[config.mk]
export PLATFORM = sky130hd
export DESIGN_NAME = exibe_sequencia_flat
export DESIGN_NICKNAME = d
export VERILOG_FILES = /design/src/rtl/exibe_sequencia_if.sv /design/src/rtl/exibe_sequencia.sv /design/src/flat_wrapper.sv
export SDC_FILE = /design/constraint.sdc
export NUM_CORES = 1
export LEC_CHECK = 0
export ABC_AREA = 1
export BUFFER_PORTS_ARGS = -buffer_cell sky130_fd_sc_hd__buf_2
export CAP_MARGIN = 20
export CORE_ASPECT_RATIO = 1.4
export CORE_UTILIZATION = 40
export DETAILED_ROUTE_END_ITERATION = 10
export SLEW_MARGIN = 20
export SYNTH_ARGS = -nofsm -noshare
export SYNTH_HDL_FRONTEND = slang
export SYNTH_SLANG_ARGS = --single-unit
[constraint.sdc]
create_clock -name clock -period 2.8 [get_ports clock]
set_input_delay 0.7 -clock clock [delete_from_list [all_inputs] [get_ports clock]]
set_output_delay 0.7 -clock clock [all_outputs]
set_load 0.01 [all_outputs]
[src/rtl/exibe_sequencia_if.sv]
// Bus between the sequence-presentation engine, the game RAM and the control unit.
// slave is the engine's view; master is the view of whoever drives and observes it.
interface exibe_sequencia_if;
    logic       iniciar;
    logic       parar;
    logic [3:0] rodada;
    logic [3:0] dado;
    logic [3:0] endereco;
    logic [3:0] leds;
    logic       ocupado;
    logic       pronto;
    logic [3:0] db_estado;

    modport slave (
        input  iniciar, parar, rodada, dado,
        output endereco, leds, ocupado, pronto, db_estado
    );

    modport master (
        output iniciar, parar, rodada, dado,
        input  endereco, leds, ocupado, pronto, db_estado
    );
endinterface

[src/rtl/exibe_sequencia.sv]
// Plays the stored sequence from RAM address 0 through the latched round on the LEDs,
// each pattern lit for T_ACESO cycles followed by a T_APAGADO-cycle dark gap.
module exibe_sequencia #(
    parameter int T_ACESO   = 500,
    parameter int T_APAGADO = 250
) (
    input  logic               clock,
    input  logic               reset,
    exibe_sequencia_if.slave   bus
);
    localparam int TMAX0 = (T_ACESO > T_APAGADO) ? T_ACESO : T_APAGADO;
    localparam int TMAX  = (TMAX0 > 2) ? TMAX0 : 2;
    localparam int TW    = $clog2(TMAX + 1);

    typedef enum logic [3:0] {
        INICIAL = 4'h0,
        BUSCA   = 4'h1,
        ACENDE  = 4'h2,
        APAGA   = 4'h3,
        PROXIMO = 4'h4,
        FIM     = 4'hF
    } estado_e;

    estado_e        estado_q, estado_d;
    logic [TW-1:0]  timer_q, timer_d;
    logic [3:0]     rodada_q, rodada_d;
    logic [3:0]     endereco_q, endereco_d;
    logic [3:0]     leds_q, leds_d;
    logic           pronto_q, pronto_d;
    logic           ocupado_q, ocupado_d;
    logic           aborta_s;

    assign aborta_s = bus.parar && (estado_q != INICIAL);

    // State and datapath registers with synchronous reset.
    always_ff @(posedge clock) begin
        if (reset) begin
            estado_q   <= INICIAL;
            timer_q    <= {TW{1'b0}};
            rodada_q   <= 4'h0;
            endereco_q <= 4'h0;
            leds_q     <= 4'h0;
            pronto_q   <= 1'b0;
            ocupado_q  <= 1'b0;
        end else begin
            estado_q   <= estado_d;
            timer_q    <= timer_d;
            rodada_q   <= rodada_d;
            endereco_q <= endereco_d;
            leds_q     <= leds_d;
            pronto_q   <= pronto_d;
            ocupado_q  <= ocupado_d;
        end
    end

    // Next-state logic; an abort overrides every transition, including the one into FIM.
    always_comb begin
        estado_d = estado_q;
        case (estado_q)
            INICIAL: if (bus.iniciar) estado_d = BUSCA;   else estado_d = INICIAL;
            BUSCA:   if (timer_q == TW'(1)) estado_d = ACENDE; else estado_d = BUSCA;
            ACENDE:  if (timer_q == TW'(T_ACESO - 1)) estado_d = APAGA; else estado_d = ACENDE;
            APAGA:   if (timer_q == TW'(T_APAGADO - 1)) estado_d = PROXIMO; else estado_d = APAGA;
            PROXIMO: if (endereco_q == rodada_q) estado_d = FIM; else estado_d = BUSCA;
            FIM:     estado_d = INICIAL;
            default: estado_d = INICIAL;
        endcase
        if (aborta_s) begin
            estado_d = INICIAL;
        end else begin
            estado_d = estado_d;
        end
    end

    // Output and datapath next values, decided from the current state and the chosen transition.
    always_comb begin
        rodada_d   = rodada_q;
        endereco_d = endereco_q;
        leds_d     = leds_q;
        case (estado_q)
            INICIAL: begin
                if (estado_d == BUSCA) begin
                    rodada_d   = bus.rodada;
                    endereco_d = 4'h0;
                    leds_d     = 4'h0;
                end else begin
                    leds_d = 4'h0;
                end
            end
            BUSCA:   if (estado_d == ACENDE) leds_d = bus.dado; else leds_d = 4'h0;
            ACENDE:  if (estado_d == APAGA) leds_d = 4'h0; else leds_d = leds_q;
            APAGA:   leds_d = 4'h0;
            PROXIMO: if (estado_d == BUSCA) endereco_d = endereco_q + 4'h1; else endereco_d = endereco_q;
            FIM:     leds_d = 4'h0;
            default: leds_d = 4'h0;
        endcase
        if (aborta_s) begin
            endereco_d = 4'h0;
            leds_d     = 4'h0;
        end else begin
            endereco_d = endereco_d;
        end

        // The timer restarts whenever the state changes, so each state counts from zero.
        if ((estado_d != estado_q) || (estado_q == INICIAL)) begin
            timer_d = {TW{1'b0}};
        end else begin
            timer_d = timer_q + TW'(1);
        end

        pronto_d  = (estado_d == FIM);
        ocupado_d = (estado_d != INICIAL);
    end

    assign bus.endereco  = endereco_q;
    assign bus.leds      = leds_q;
    assign bus.pronto    = pronto_q;
    assign bus.ocupado   = ocupado_q;
    assign bus.db_estado = estado_q;
endmodule
[src/flat_wrapper.sv]
// flat-port wrapper written by rule: the top's interface ports become plain ports
module exibe_sequencia_flat 
#(
    parameter int T_ACESO   = 500,
    parameter int T_APAGADO = 250
)
  (clock, reset, bus_iniciar, bus_parar, bus_rodada, bus_dado, bus_endereco, bus_leds, bus_ocupado, bus_pronto, bus_db_estado);
  exibe_sequencia_if bus_i ();
  input  logic clock;
  input  logic reset;
  input wire logic [$bits(bus_i.iniciar)-1:0] bus_iniciar;
  input wire logic [$bits(bus_i.parar)-1:0] bus_parar;
  input wire logic [$bits(bus_i.rodada)-1:0] bus_rodada;
  input wire logic [$bits(bus_i.dado)-1:0] bus_dado;
  output wire logic [$bits(bus_i.endereco)-1:0] bus_endereco;
  output wire logic [$bits(bus_i.leds)-1:0] bus_leds;
  output wire logic [$bits(bus_i.ocupado)-1:0] bus_ocupado;
  output wire logic [$bits(bus_i.pronto)-1:0] bus_pronto;
  output wire logic [$bits(bus_i.db_estado)-1:0] bus_db_estado;
  assign bus_i.iniciar = bus_iniciar;
  assign bus_i.parar = bus_parar;
  assign bus_i.rodada = bus_rodada;
  assign bus_i.dado = bus_dado;
  assign bus_endereco = bus_i.endereco;
  assign bus_leds = bus_i.leds;
  assign bus_ocupado = bus_i.ocupado;
  assign bus_pronto = bus_i.pronto;
  assign bus_db_estado = bus_i.db_estado;
  exibe_sequencia #(.T_ACESO(T_ACESO), .T_APAGADO(T_APAGADO)) u_core (.clock(clock), .reset(reset), .bus(bus_i));
endmodule
== Word-level counts from Yosys, hierarchy flattened ==
Cells that the tools add are included.
Word-level totals
  bits in read-only memories: 0
  latch bits: 0
  output and inout port bits: 14
  bits in writable memories: 0
  register bits after elaboration: 27
  memories kept: 0
Cells by class
  bitwise logic cells: 1
  mux-type cells: 13
  magnitude comparators: 0
  multipliers: 0
  eq/ne operators: 16
  div/mod/pow operators: 0
  reduce and logical (&&, ||, !) cells: 11
  add/sub/neg operators: 2
  shift-type cells: 0
Operator list (number)
  4-bit two-way mux: 6
  4-bit case mux with 5 select lines: 1
  4-bit by 2-bit equality test with 1-bit output (second input constant): 4
  4-bit case mux with 3 select lines: 1
  9-bit by 1-bit adder with 9-bit output (second input constant): 1
  9-bit by 1-bit equality test with 1-bit output (second input constant): 1
  9-bit by 8-bit equality test with 1-bit output (second input constant): 1
  9-bit equality test (second input constant): 1
  4-bit by 1-bit equality test with 1-bit output (second input constant): 2
  4-bit case mux with 2 select lines: 1
  4-bit nonzero test: 2
  2-bit by 1-bit != test with 1-bit output (second input constant): 3
  4-bit by 1-bit adder with 4-bit output (second input constant): 1
  4-bit by 3-bit equality test with 1-bit output (second input constant): 1
  4-bit equality test: 1
  4-bit equality test (second input constant): 1
  4-bit logical NOT: 1
  4-bit != test: 1
  2-bit AND reduction: 2
  2-bit OR reduction: 2
  3-bit two-way mux: 1
  3-bit AND reduction: 1
  1-bit two-way mux: 2
  2-bit two-way mux: 1
  4 further kinds: 4

== Longest topological paths before layout ==
  depth after elaboration: 7
  mapped depth: 15

== Worst setup path after synthesis ==
OpenSTA, ideal clock, no wires.
  path kind: input to register
  start point: in bus_iniciar
  end point: reg u_core.timer_q[0]
  setup slack: 1205 ps
  path buffers: 0
  data arrival time: 1479 ps
  data required time: 2684 ps
  library setup time: 116 ps
  stages: 7
  path through: o21ai_0 nand2_1 o21ai_2 xor2_1 nor2_2 nand2_2 nor2_1
On the way
  word-level cells in the longest chain between the ends: 6
Ends and longest elaborated chain
  start, declared: line flat_wrapper.sv:11  | input wire logic [$bits(bus_i.iniciar)-1:0] bus_iniciar;
  1-bit two-way mux: line exibe_sequencia.sv:60  | INICIAL: if (bus.iniciar) estado_d = BUSCA; else estado_d = INICIAL;
  4-bit case mux with 5 select lines: line exibe_sequencia.sv:59  | case (estado_q)
  4-bit two-way mux: line exibe_sequencia.sv:68  | if (aborta_s) begin
  4-bit != test: line exibe_sequencia.sv:105  | if ((estado_d != estado_q) || (estado_q == INICIAL)) begin
  1-bit logical OR: line exibe_sequencia.sv:105
  2-bit OR reduction (no source line)
  end signal, assigned: line exibe_sequencia.sv:39  | timer_q <= {TW{1'b0}};
  end signal, assigned: line exibe_sequencia.sv:47  | timer_q <= timer_d;
  end, declared: line exibe_sequencia.sv:25  | logic [TW-1:0] timer_q, timer_d;
Every way passes these cells.
A chain may end at the register's enable or synchronous reset.

== Final worst setup path ==
  start point: reg u_core.timer_q[0]
  end point: reg u_core.rodada_q[2]
On the way
  word-level cells in the longest chain between the ends: 6
  elaborated cells between the ends (all ways): 10
Ends and longest elaborated chain
  9-bit by 8-bit equality test with 1-bit output (tied with other cells): line exibe_sequencia.sv:63  | APAGA: if (timer_q == TW'(T_APAGADO - 1)) estado_d = PROXIMO; else estado_d = APAGA;
  3-bit two-way mux (tied with other cells): line exibe_sequencia.sv:63
  4-bit case mux with 5 select lines (*): line exibe_sequencia.sv:59
  4-bit two-way mux (*): line exibe_sequencia.sv:68
  4-bit by 1-bit equality test with 1-bit output (*): line exibe_sequencia.sv:82  | if (estado_d == BUSCA) begin
  2-bit AND reduction (no source line) (*)
  end signal, assigned: line exibe_sequencia.sv:48  | rodada_q <= rodada_d;
  end, declared: line exibe_sequencia.sv:26  | logic [3:0] rodada_q, rodada_d;
Every way passes the cells marked *; elsewhere a longest branch is shown, timed or not.

==> results.tsv <==
stage	metric	value	unit
run_status	outcome	finished, final reports clean	
floorplanning	row_count	25	
global_routing	grt_max_degree	16	
placed_design	hpwl	2460	um
placed_design	portBuffers	25	
synthesis	synthTopCellsByArea	dfxtp_1 (36%), nand2_1 (10%), nor2_1 (9.5%), inv_1 (7.8%), xor2_1 (5.3%)	
clocking	ctsHoldBuffers	0	
synthesis	yosysWarnings	0	
critical_path	crit_fanout	7	
clocking	cts_setup_buffers	0	
hold_path	hold_class	reg -> reg	
synthesis	syn_inst	215	
detailed_routing	dr.pass1.iters	2	
critical_path	ff2ff_path_depth	11	
sta	tightest_slew	0.396	ns
detailed_routing	drt-vias-per-instance	4.69	
layout	multi_input_area	828	sq um
clocking	cts_resized	0	
hold_path	whs_path_depth	2	
placed_design	placed_cell_area	0.00167	sq mm
sta	drv_slew	0	
floorplanning	start_util	43.1	%
layout	layout.nets	260	
sta	max_clock_freq	544	MHz
critical_path	r2r-end	u_core.rodada_q[2]$_SDFFE_PP0P_	
sta	tns	0	ns
clocking	clk_latency	0.28	ns
power	power.density	458	mW/mm^2
power	power.leakage	0.783	nW
synthesis	synth_seq_cells	27	
global_routing	grt_pass1_wl	5180	um
critical_path	cp.required	3.02	ns
sta	skew	0.00329	ns
detailed_routing	wl	3110	um
floorplanning	die_h	74.4	um
floorplanning	die_area	0.00399	sq mm
layout	antenna_cells	0	
synthesis	ys_types	25	
placed_design	routabilityCongestion	0.773	
clocking	cts_tree	yes	
sta	setup_viol	0	
layout	seq_area	541	sq um
layout	drive_gt1_share	22.5	%
critical_path	cpMaxStageDelayCell	dfxtp_1	
critical_path	reg2reg_slack	0.96	ns
detailed_routing	drcViolationCount	0	
sta	max_slew_margin	73.5	%
critical_path	path_cells	ha_1, nand2_1, nor2_1, nand2_1, a21oi_2, nand3_2, nand2_4, nand3_2, inv_2, nand2_2, a21oi_1	
detailed_routing	drtIter0Drc	23	
clocking	cts_buffer_depth	2	
global_routing	groute.usage.overall	17.5	%
global_routing	grt_pass1_vias	1279	
detailed_routing	wire_per_inst	11.0	um
critical_path	r2r-start	u_core.timer_q[0]$_SDFF_PP0_	
run	maxCapViolCount	0	
floorplanning	fp.dieW	53.7	um
critical_path	slowest_delay	0.40	ns
clocking	cts-htree-levels	1	
floorplanning	io_pins	26	
synthesis	yosysTopAreaCell	dfxtp_1	
critical_path	crit_path_end_kind	flip-flop	
synthesis	netlist.area_leader.share	36.1	%
critical_path	critPathArrivalTime	2.05	ns
synthesis	ys_seq_area_share	36.1	%
floorplanning	core	0.00347	sq mm
critical_path	worstSetupStartpointType	flip-flop	
power	max-vdd-ir-drop	0.261	mV
hold_path	worstHoldEndpoint	u_core.rodada_q[1]$_SDFFE_PP0P_	
layout	syn_to_final_growth	14.8	%
layout	stdcell_area	0.00172	sq mm
sta	rsz0062_at_grt	false	
detailed_routing	routed-via-count	1331	
detailed_routing	antenna_left	0	
layout	fillers	375	
critical_path	crit_type	reg -> reg	
synthesis	avgSynthCellArea	6.96	sq um
clocking	root_buffer	clkbuf_8	
sta	hold_viol	0	
global_routing	antenna_found_initial	0	
clocking	cts.clk_slew.worst_paths	0.10	ns
clocking	cts.sinks	27	
sta	fin_crit_sh	65.6	%
synthesis	syn_area	0.00150	sq mm
global_routing	grt_remaining_overflow	0	
sta	finalCriticalPeriod	1.84	ns
hold_path	hp-start	u_core.rodada_q[1]$_SDFFE_PP0P_	
clocking	cts_made_buffers	3	
synthesis	syn_nets	230	
worst max path at each step:
stage | start | to | slack, ns | depth (start not counted)
final | u_core.timer_q[0]$_SDFF_PP0_ | u_core.rodada_q[2]$_SDFFE_PP0P_ | 0.96 | 11
after global placement | bus_iniciar | u_core.timer_q[6]$_SDFF_PP0_ | 0.98 | 8
after CTS | u_core.timer_q[0]$_SDFF_PP0_ | u_core.timer_q[7]$_SDFF_PP0_ | 0.95 | 11
after floorplan | bus_iniciar | u_core.timer_q[0]$_SDFF_PP0_ | 1.20 | 7
after detailed placement | bus_iniciar | u_core.timer_q[7]$_SDFF_PP0_ | 0.95 | 8
after global routing | u_core.timer_q[0]$_SDFF_PP0_ | u_core.rodada_q[2]$_SDFFE_PP0P_ | 0.70 | 11
per-layer routing:
layer,share of wire (%),global-route usage [%],up-vias
met3,1.4,2.04,5
met4,1.7,8.48,0
met5,0,0,-
met1,44,17.9,587
li1,-,-,727
met2,53,33.3,12
kinds of logic (layout without fill, tap and decap cells):
kind of cell | after synthesis | in the layout | synth area share (%)
adder cells (fa/ha/maj) | 3 | 3 | 2.51
XOR/XNOR | 10 | 10 | 5.85
AO/OA/AOI/OAI | 22 | 22 | 8.61
flip-flops | 27 | 27 | 36.1
AND/OR/NAND/NOR | 119 | 119 | 38.4
buffers and inverters | 34 | 63 | 8.53
per-stage QoR:
| step | hold slack, ns | power (mW) | utilization (%) | setup slack (ns) | cells |
|---|---|---|---|---|---|
| CTS | 0.468 | 0.794 | 49.5 | 0.946 | 284 |
| global placement | 0.452 | 0.565 | 48.1 | 0.975 | 280 |
| detailed placement | 0.453 | 0.565 | 48.1 | 0.952 | 280 |
| floorplan | 0.433 | 0.526 | - | 1.20 | 215 |
| global route | 0.490 | 0.823 | 49.5 | 0.698 | 284 |
| finish | 0.468 | 0.786 | 49.5 | 0.963 | 284 |
cell usage in the layout (no fill, tap or decap), types with 4 or more instances in the layout:
cell type  instances
nand2_1           41
nor2_1            38
inv_1             31
dfxtp_1           27
buf_2             25
nand3_1           12
a21oi_1           11
xor2_1             9
nand2_2            8
nor2_2             5
o21ai_0            4
o31ai_1            4
registers in the layout, summed over array words and instances (netlist names):
register              cells
u_core.timer_q            9
u_core.bus.leds           4
u_core.bus.pronto         1
u_core.bus.ocupado        1
u_core.bus.db_estado      4
u_core.bus.endereco       4
u_core.rodada_q           4
critical path: cells and delay by family, from the launching register on:
family | cells | cell delay, ns
AOI/OAI and AO/OA | 2 | 0.26
DFF | 1 | 0.40
and+or+nand+nor | 7 | 0.78
adders and majority gates | 1 | 0.20
buffers and inverters | 1 | 0.13
cell usage after synthesis, drive strengths merged:
library cell / number
dfxtp: 27
xor2: 9
nand4: 3
nand3: 15
a21oi: 12
a31oi: 1
o21ai: 5
ha: 3
inv: 34
nand2: 51
nor2: 45
nor3b: 2
nor3: 3
o31ai: 4
xnor2: 1
area by class of cell:
| class | count | share of cell area, % |
|---|---|---|
| flip-flops and latches | 27 | 31.5 |
| well taps | 40 | 2.91 |
| clock buffers | 3 | 2.40 |
| multi-input cells | 154 | 48.2 |
| clock inverters | 1 | 0.291 |
| inverters | 34 | 7.43 |
| repair buffers | 25 | 7.28 |
where the power goes:
group,internal (mW),total (mW),switching [mW]
clock,0.100,0.231,0.131
combinational,0.0487,0.142,0.0933
sequential,0.401,0.413,0.0125
total,0.549,0.786,0.237
(Power assumes the default switching activity.)
